==> config.mk <==
export PLATFORM = sky130hd
export DESIGN_NAME = product_accumulator
export DESIGN_NICKNAME = d
export VERILOG_FILES = /design/src/rtl/prod_acc_pkg.sv /design/src/rtl/product_accumulator_sat_add.sv /design/src/rtl/product_accumulator.sv
export SDC_FILE = /design/constraint.sdc
export NUM_CORES = 1
export LEC_CHECK = 0
export BUFFER_PORTS_ARGS = -buffer_cell sky130_fd_sc_hd__buf_2
export CAP_MARGIN = 40
export CORE_UTILIZATION = 60
export DETAILED_ROUTE_END_ITERATION = 16
export PLACE_DENSITY_LB_ADDON = 0.08
export SYNTH_ARGS = -nofsm -noshare
export SYNTH_HDL_FRONTEND = slang
export SYNTH_HIERARCHICAL = 1
export SYNTH_SLANG_ARGS = --single-unit
==> constraint.sdc <==
create_clock -name clk -period 5.07 [get_ports clk]
set_clock_uncertainty 0.05 [all_clocks]
set_input_delay 0.2535 -clock clk [delete_from_list [all_inputs] [get_ports clk]]
set_output_delay 0.2535 -clock clk [all_outputs]
set_load 0.005 [all_outputs]
==> src/rtl/prod_acc_pkg.sv <==
// Shared types and helpers for the product accumulator: FSM encoding,
// default widths, saturation limits and a width-generic sign extension.
package prod_acc_pkg;

    localparam int PROD_W_DEF = 64;
    localparam int ACC_W_DEF  = 64;
    localparam int CNT_W_DEF  = 16;
    localparam int MAX_W      = 128;

    localparam logic [ACC_W_DEF-1:0] ACC_MAX = {1'b0, {(ACC_W_DEF-1){1'b1}}};
    localparam logic [ACC_W_DEF-1:0] ACC_MIN = {1'b1, {(ACC_W_DEF-1){1'b0}}};

    typedef enum logic [1:0] {
        IDLE = 2'd0,
        ACC  = 2'd1,
        DONE = 2'd2
    } state_t;

    // Replicates bit (w-1) of v into all higher bits; callers truncate to size.
    function automatic logic [MAX_W-1:0] sign_extend(input logic [MAX_W-1:0] v, input int w);
        logic [MAX_W-1:0] r;
        r = v;
        for (int i = 0; i < MAX_W; i++) begin
            if (i >= w) r[i] = v[w-1];
        end
        return r;
    endfunction

endpackage

==> src/rtl/product_accumulator_sat_add.sv <==
// Combinational signed saturating adder: clamps to the most positive or most
// negative ACC_W-bit value when the true sum does not fit.
module sat_add
    import prod_acc_pkg::*;
#(
    parameter int ACC_W = ACC_W_DEF
) (
    input  logic [ACC_W-1:0] a,
    input  logic [ACC_W-1:0] b,
    output logic [ACC_W-1:0] sum,
    output logic             sat
);

    localparam logic [ACC_W-1:0] MAX_V = {1'b0, {(ACC_W-1){1'b1}}};
    localparam logic [ACC_W-1:0] MIN_V = {1'b1, {(ACC_W-1){1'b0}}};

    logic [ACC_W:0] wide;

    assign wide = {a[ACC_W-1], a} + {b[ACC_W-1], b};
    // Top two bits disagree exactly when the result left the ACC_W-bit range.
    assign sat  = wide[ACC_W] ^ wide[ACC_W-1];
    assign sum  = sat ? (wide[ACC_W] ? MIN_V : MAX_V) : wide[ACC_W-1:0];

endmodule

==> src/rtl/product_accumulator.sv <==
// Accumulates a programmed number of signed products into a saturating sum
// and returns sum, count and sticky flags through a valid/ready handshake.
module product_accumulator
    import prod_acc_pkg::*;
#(
    parameter int PROD_W = PROD_W_DEF,
    parameter int ACC_W  = ACC_W_DEF,
    parameter int CNT_W  = CNT_W_DEF
) (
    input  logic              clk,
    input  logic              rst_n,
    input  logic              start,
    input  logic [CNT_W-1:0]  len,
    output logic              busy,
    input  logic              in_valid,
    output logic              in_ready,
    input  logic [PROD_W-1:0] in_product,
    input  logic              in_overflow,
    output logic              out_valid,
    input  logic              out_ready,
    output logic [ACC_W-1:0]  out_sum,
    output logic [CNT_W-1:0]  out_count,
    output logic              out_sat,
    output logic              out_ovf
);

    state_t           state_q, state_d;
    logic [CNT_W-1:0] len_q;
    logic [CNT_W-1:0] cnt_q;
    logic [ACC_W-1:0] acc_q;
    logic             sat_q;
    logic             ovf_q;

    logic [ACC_W-1:0] prod_ext;
    logic [ACC_W-1:0] add_sum;
    logic             add_sat;
    logic             xfer;
    logic             last;
    logic             run_start;
    logic [CNT_W-1:0] cnt_inc;

    assign prod_ext = ACC_W'(sign_extend(MAX_W'(in_product), PROD_W));

    sat_add #(.ACC_W(ACC_W)) u_sat_add (
        .a   (acc_q),
        .b   (prod_ext),
        .sum (add_sum),
        .sat (add_sat)
    );

    assign in_ready  = (state_q == ACC);
    assign out_valid = (state_q == DONE);
    assign busy      = (state_q != IDLE);
    assign xfer      = in_ready & in_valid;
    assign run_start = (state_q == IDLE) & start;
    assign cnt_inc   = cnt_q + CNT_W'(1);
    assign last      = (cnt_inc == len_q);

    always_comb begin
        state_d = state_q;
        case (state_q)
            IDLE: if (start) state_d = (len != '0) ? ACC : DONE;
            ACC:  if (xfer && last) state_d = DONE;
            DONE: if (out_ready) state_d = IDLE;
            default: state_d = IDLE;
        endcase
    end

    always_ff @(posedge clk or negedge rst_n) begin
        if (!rst_n) begin
            state_q <= IDLE;
            len_q   <= '0;
            cnt_q   <= '0;
            acc_q   <= '0;
            sat_q   <= 1'b0;
            ovf_q   <= 1'b0;
        end else begin
            state_q <= state_d;
            if (run_start) begin
                len_q <= len;
                cnt_q <= '0;
                acc_q <= '0;
                sat_q <= 1'b0;
                ovf_q <= 1'b0;
            end else if (xfer) begin
                cnt_q <= cnt_inc;
                acc_q <= add_sum;
                sat_q <= sat_q | add_sat;
                ovf_q <= ovf_q | in_overflow;
            end
        end
    end

    // Registers are only written on start or transfer, so the result fields
    // stay put through DONE and after the handshake until the next run.
    assign out_sum   = acc_q;
    assign out_count = cnt_q;
    assign out_sat   = sat_q;
    assign out_ovf   = ovf_q;

endmodule

# Word level (Yosys, flattened, before mapping)
# Index checks and enable logic that the tools add are counted.
[word_totals] ff_bits=100 inputBits=86 out_inout_bits=85 elab_cells=40
[classes] addsub=2 n_eq_ne=6 muxes=15 bitwise=5 n_reduce_logical=6
[op_table] op="$mux W64" count=4
[op_table] op="$add A64 B64 Y65" count=1
[op_table] op="$mux W16" count=2
[op_table] op="$add A16 B1 Y16 const B" count=1
[op_table] op="$eq A16 B16 Y1" count=1
[op_table] op="$reduce_bool A16 Y1" count=1
[op_table] op="$mux W2" count=4
[op_table] op="$pmux W2 S3" count=1
[op_table] op="$mux W1" count=4
[op_table] op="$ne A2 B1 Y1 const B" count=2
[op_table] op="$reduce_bool A2 Y1" count=2
[op_table] op="$reduce_and A3 Y1" count=1
[op_table] op="$and A1 B1 Y1" count=2
[op_table] op="$eq A2 B1 Y1 const B" count=1
[op_table] op="$eq A2 B2 Y1 const B" count=1
[op_table] op="$logic_not A2 Y1" count=1
[op_table] op="$ne A2 B2 Y1 const B" count=1
[op_table] op="$or A1 B1 Y1" count=2
[op_table] op="$logic_and A1 B1 Y1" count=1
[op_table] op="$xor A1 B1 Y1" count=1

# Depth between registers and ports, before layout
[depth] word_depth=5 depth_mapped=13 depth_no_buf=12

# By module
# The synthesis kept the hierarchy.
[modules_own_cells] mod="sat_add" n_inst=1 cells_each=694 area_each_um2=4513.1 seq_area_each_um2=0.0
[modules_own_cells] mod="product_accumulator" n_inst=1 cells_each=393 area_each_um2=4362.9 seq_area_each_um2=2502.4

# Worst setup path before layout
# No wires, ideal clock.
[synth_timing] path_type="register to register" startpoint="reg acc_q[15], in the netlist out_sum[15]" endpoint="reg acc_q[23], in the netlist out_sum[23]" setup_ps=121 arrival_ps=3190 t_required_ps=4899 setup_slack_ps=1709 path_stages_with_launch=13 path_buffers=1 synth_period_minus_slack_ps=3361 cell_sequence="dfrtp_1 ha_1 nand2_1 or3_1 or4_4 nor3b_2 a32oi_2 a211oi_2 o22a_4 mux2i_4 clkbuf_1 o21ai_0 a22o_1"
[synth_between] elab_chain_cells=5 elab_cells_between_ends=6 cone_classes="1 x add/sub; 4 x mux; 1 x bitwise"
[synth_lines] item="start, declared" line="product_accumulator.sv:30" source="logic [ACC_W-1:0] acc_q;"
[synth_lines] item="start signal, assigned" line="product_accumulator.sv:87" source="acc_q <= add_sum;"
[synth_lines] item="$add A64 B64 Y65 (*)" line="product_accumulator_sat_add.sv:19" source="assign wide = {a[ACC_W-1], a} + {b[ACC_W-1], b};"
[synth_lines] item="$mux W64 or $xor A1 B1 Y1 (tied branches)" line="product_accumulator_sat_add.sv:22, product_accumulator_sat_add.sv:21"
[synth_lines] item="$mux W64 (*)" line="product_accumulator_sat_add.sv:22" source="assign sum = sat ? (wide[ACC_W] ? MIN_V : MAX_V) : wide[ACC_W-1:0];"
[synth_lines] item="via add_sum[23]" line="product_accumulator.sv:35" source="logic [ACC_W-1:0] add_sum;"
[synth_lines] item="$mux W64 (*)" line="product_accumulator.sv:85" source="end else if (xfer) begin"
[synth_lines] item="$mux W64 (*)" line="product_accumulator.sv:79" source="if (run_start) begin"
# Mark *: on every way through the listed nets, which the timed path passes. The rest lies on a longest branch. The select of a mux whose other input is x is not followed.
# A chain may end at the register's enable or synchronous reset.

# Final worst setup path
[layout_timing] startpoint="reg acc_q[0], in the netlist out_sum[0]" endpoint="reg acc_q[52], in the netlist out_sum[52]"
# The elaborated chain is that of the path after synthesis.

==> out/metrics.csv <==
stage;metric;value;unit
status;status;completed;
detailed_routing;final_antenna_net_count;0;
detailed_routing;drtIter0Drc;768;
cts;clk_pin_slew;0.08;ns
final_layout;final_nets;1356;
sta;worst_pin_slew;0.936;ns
detailed_routing;viasPerCell;6.42;
placement;dpl_worst_slack;0.845;ns
floorplan;io_pins;171;
min_path;hold_path_class;in -> reg;
floorplan;rows;44;
sta;layout_setup_ws;0.813;ns
cts;cts_max_level;3;
cts;cts_root_buf;clkbuf_16;
power_and_ir_drop;p_leak;4.69;nW
setup_path;cp-start-kind;register;
sta;rsz0062_at_grt;false;
final_layout;area_growth;13.0;%
setup_path;r2r_end;out_sum[52];
cts;clock-sinks;100;
cts;cts_tree;done;
grt;grt_pass1_vias;8075;
placement;port_buffers;170;
synthesis;async_flop_share;1.00;
placement;post_dp_cell_area;9710;um^2
floorplan;core_area;14500;um^2
setup_path;crit_family;compound AO/OA/AOI/OAI gates;
sta;fin_crit;4.26;ns
sta;fin_crit_sh;0.840;
detailed_routing;dr.pass1.iters;6;
synthesis;synth_enable_flop_cells;0;
final_layout;fin_area;10000;um^2
synthesis;synth_area;8880;um^2
synthesis;yosys.cell_count.top_type;o21ai_0;
floorplan;dieArea;15300;um^2
setup_path;r2r-start;out_sum[0];
setup_path;r2r_slack;0.81;ns
power_and_ir_drop;powerDensity;689;nW/um^2
grt;grt_pass1_wl;40600;um
sta;drv_slew;0;
cts;insertion_delay;0.36;ns
min_path;whs_endpoint;len_q[13];
setup_path;cp_cell_sequence;ha_1, fa_1, a21o_1, a221o_1, a41oi_1, a21oi_1, nor2_1, a21o_1, a21oi_1, mux2i_4, buf_4, o21ai_0, a22o_1;
sta;setup_viol;0;
setup_path;crit_type;reg -> reg;
synthesis;synth_common_cells;o21ai_0 (118), nand2_1 (117), dfrtp_1 (100), a21oi_1 (92), a22o_1 (67);
power_and_ir_drop;peakVddDrop;0.000415;V
floorplan;initial_core_util;0.613;
power_and_ir_drop;p_total;0.00691;W
sta;fmax;0.235;GHz
grt;antenna_found_initial;2;
floorplan;die_w;124;um
min_path;worstHoldStart;len[13];
detailed_routing;drc;0;
grt;grt_max_degree;81;
setup_path;critical_path_required;5.27;ns
detailed_routing;route.vias.total;8944;
synthesis;syn-instance-count;1087;
synthesis;ys.flop_type;dfrtp_1;
sta;setup-tns-final;0;ns
final_layout;drive_gt1_frac;0.184;
sta;relSlewSlack;0.376;
synthesis;yosysSeqAreaShare;0.282;
min_path;whs_path_depth;3;
cts;clk_path_buf_depth;2;
synthesis;synth_top_area_cell;dfrtp_1;
detailed_routing;routedWlPerCell;18.1;um
cts;cts_buffers;9;
floorplan;die_h;124;um
sta;hold_viol;0;
setup_path;crit_fanout;23;
placement;routabilityCongestion;0.935;
synthesis;synth.area.top_cells;dfrtp_1 (28%), ha_1 (9.2%), o21ai_0 (6.7%);
synthesis;synth_top_cell_area_share;0.282;
setup_path;max_stage_delay;0.61;ns
synthesis;syn_nets;1239;
setup_path;crit_slowest_cell;mux2i_4;
setup_path;end_kind;register;
synthesis;ys_types;76;
placement;place_hpwl;18900;um
synthesis;yosys_warnings;6;
grt;grt_remaining_overflow;0;
sta;hold_ws;0.0530;ns
synthesis;syn_avg_cell_area;8.17;um^2
setup_path;reg2reg_depth;13;
detailed_routing;wl;25200;um
grt;grtUsageTotal;0.340;
setup_path;crit_buf_inv;1;
flow_run;drv_cap;0;
cts;post_cts_buffers;0;
synthesis;ys_ff_latch;100;
setup_path;critPathArrivalTime;4.46;ns
## worst min-delay path, stage by stage
cell and delay, ns:
buf_2 0.09, nand2_1 0.04, nand2_1 0.05
## how the worst max path moves through the flow
stage	from	end	slack [ns]	cells past startpoint
after global routing	out_sum[0]	out_sum[52]	0.52	13
after CTS	out_sum[0]	out_sum[52]	0.82	13
after global placement	out_sum[0]	out_sum[52]	0.98	13
after detailed placement	out_sum[0]	out_sum[52]	0.85	13
after floorplan	out_sum[15]	out_sum[23]	1.71	12
final	out_sum[0]	out_sum[52]	0.81	13
## power breakdown
| part | switching (W) | internal (W) |
|---|---|---|
| combinational | 0.00273 | 0.00201 |
| sequential | 0.000313 | 0.00114 |
| clock | 0.000353 | 0.000363 |
| total | 0.00339 | 0.00351 |
## layout make-up
class	instances	area, um^2
clock buffer	10	239
fill	1279	4450
tap	184	230
multi-input combinational	887	5970
timing repair buffer	178	916
inverter	28	105
antenna	1	2.50
clock inverter	6	61.3
sequential	100	2500
## state kept, by name, indices dropped and copies added, names as in the netlist
register	count
out_sat	1
out_sum	64
out_ovf	1
state_q	2
out_count	16
len_q	16
## cells by family after synthesis
group | share of synthesized area
xor+xnor | 0.0730
buf+inv | 0.0475
compound gates | 0.320
fa+ha+maj | 0.0950
simple gates | 0.176
mux | 0.00620
flops | 0.282
## cells in the final DEF, fill, tap and decap left out, types with 32 or more instances in the layout
cell type / netlist / routed
a21o_1: 37 / 37
dfrtp_1: 100 / 100
nand2_1: 117 / 117
a22o_1: 67 / 67
o21ai_0: 118 / 118
a21oi_1: 92 / 92
buf_2: 10 / 169
ha_1: 65 / 65
nand4_1: 32 / 32
nor2_1: 56 / 56
xnor2_1: 47 / 46
## metal layers
layer	vias up	GRT usage	share of wire
met5	-	0	0.00052
met4	2	0.128	0.029
met3	60	0.0527	0.069
met2	372	0.517	0.44
met1	4237	0.484	0.46
li1	4273	-	-
## through the flow
stage	utilization	instances
after CTS	0.692	1393
after floorplan	-	1087
after global placement	0.671	1376
after global routing	0.692	1393
final	0.693	1394
after detailed placement	0.671	1376
## what timing repair did
action / in CTS / in global routing
gates resized for setup: 0 / 0
endpoints found under the hold margin: 42 / 0
hold buffers: 1 / 0
No activity file was read; power rests on OpenSTA's default activity.
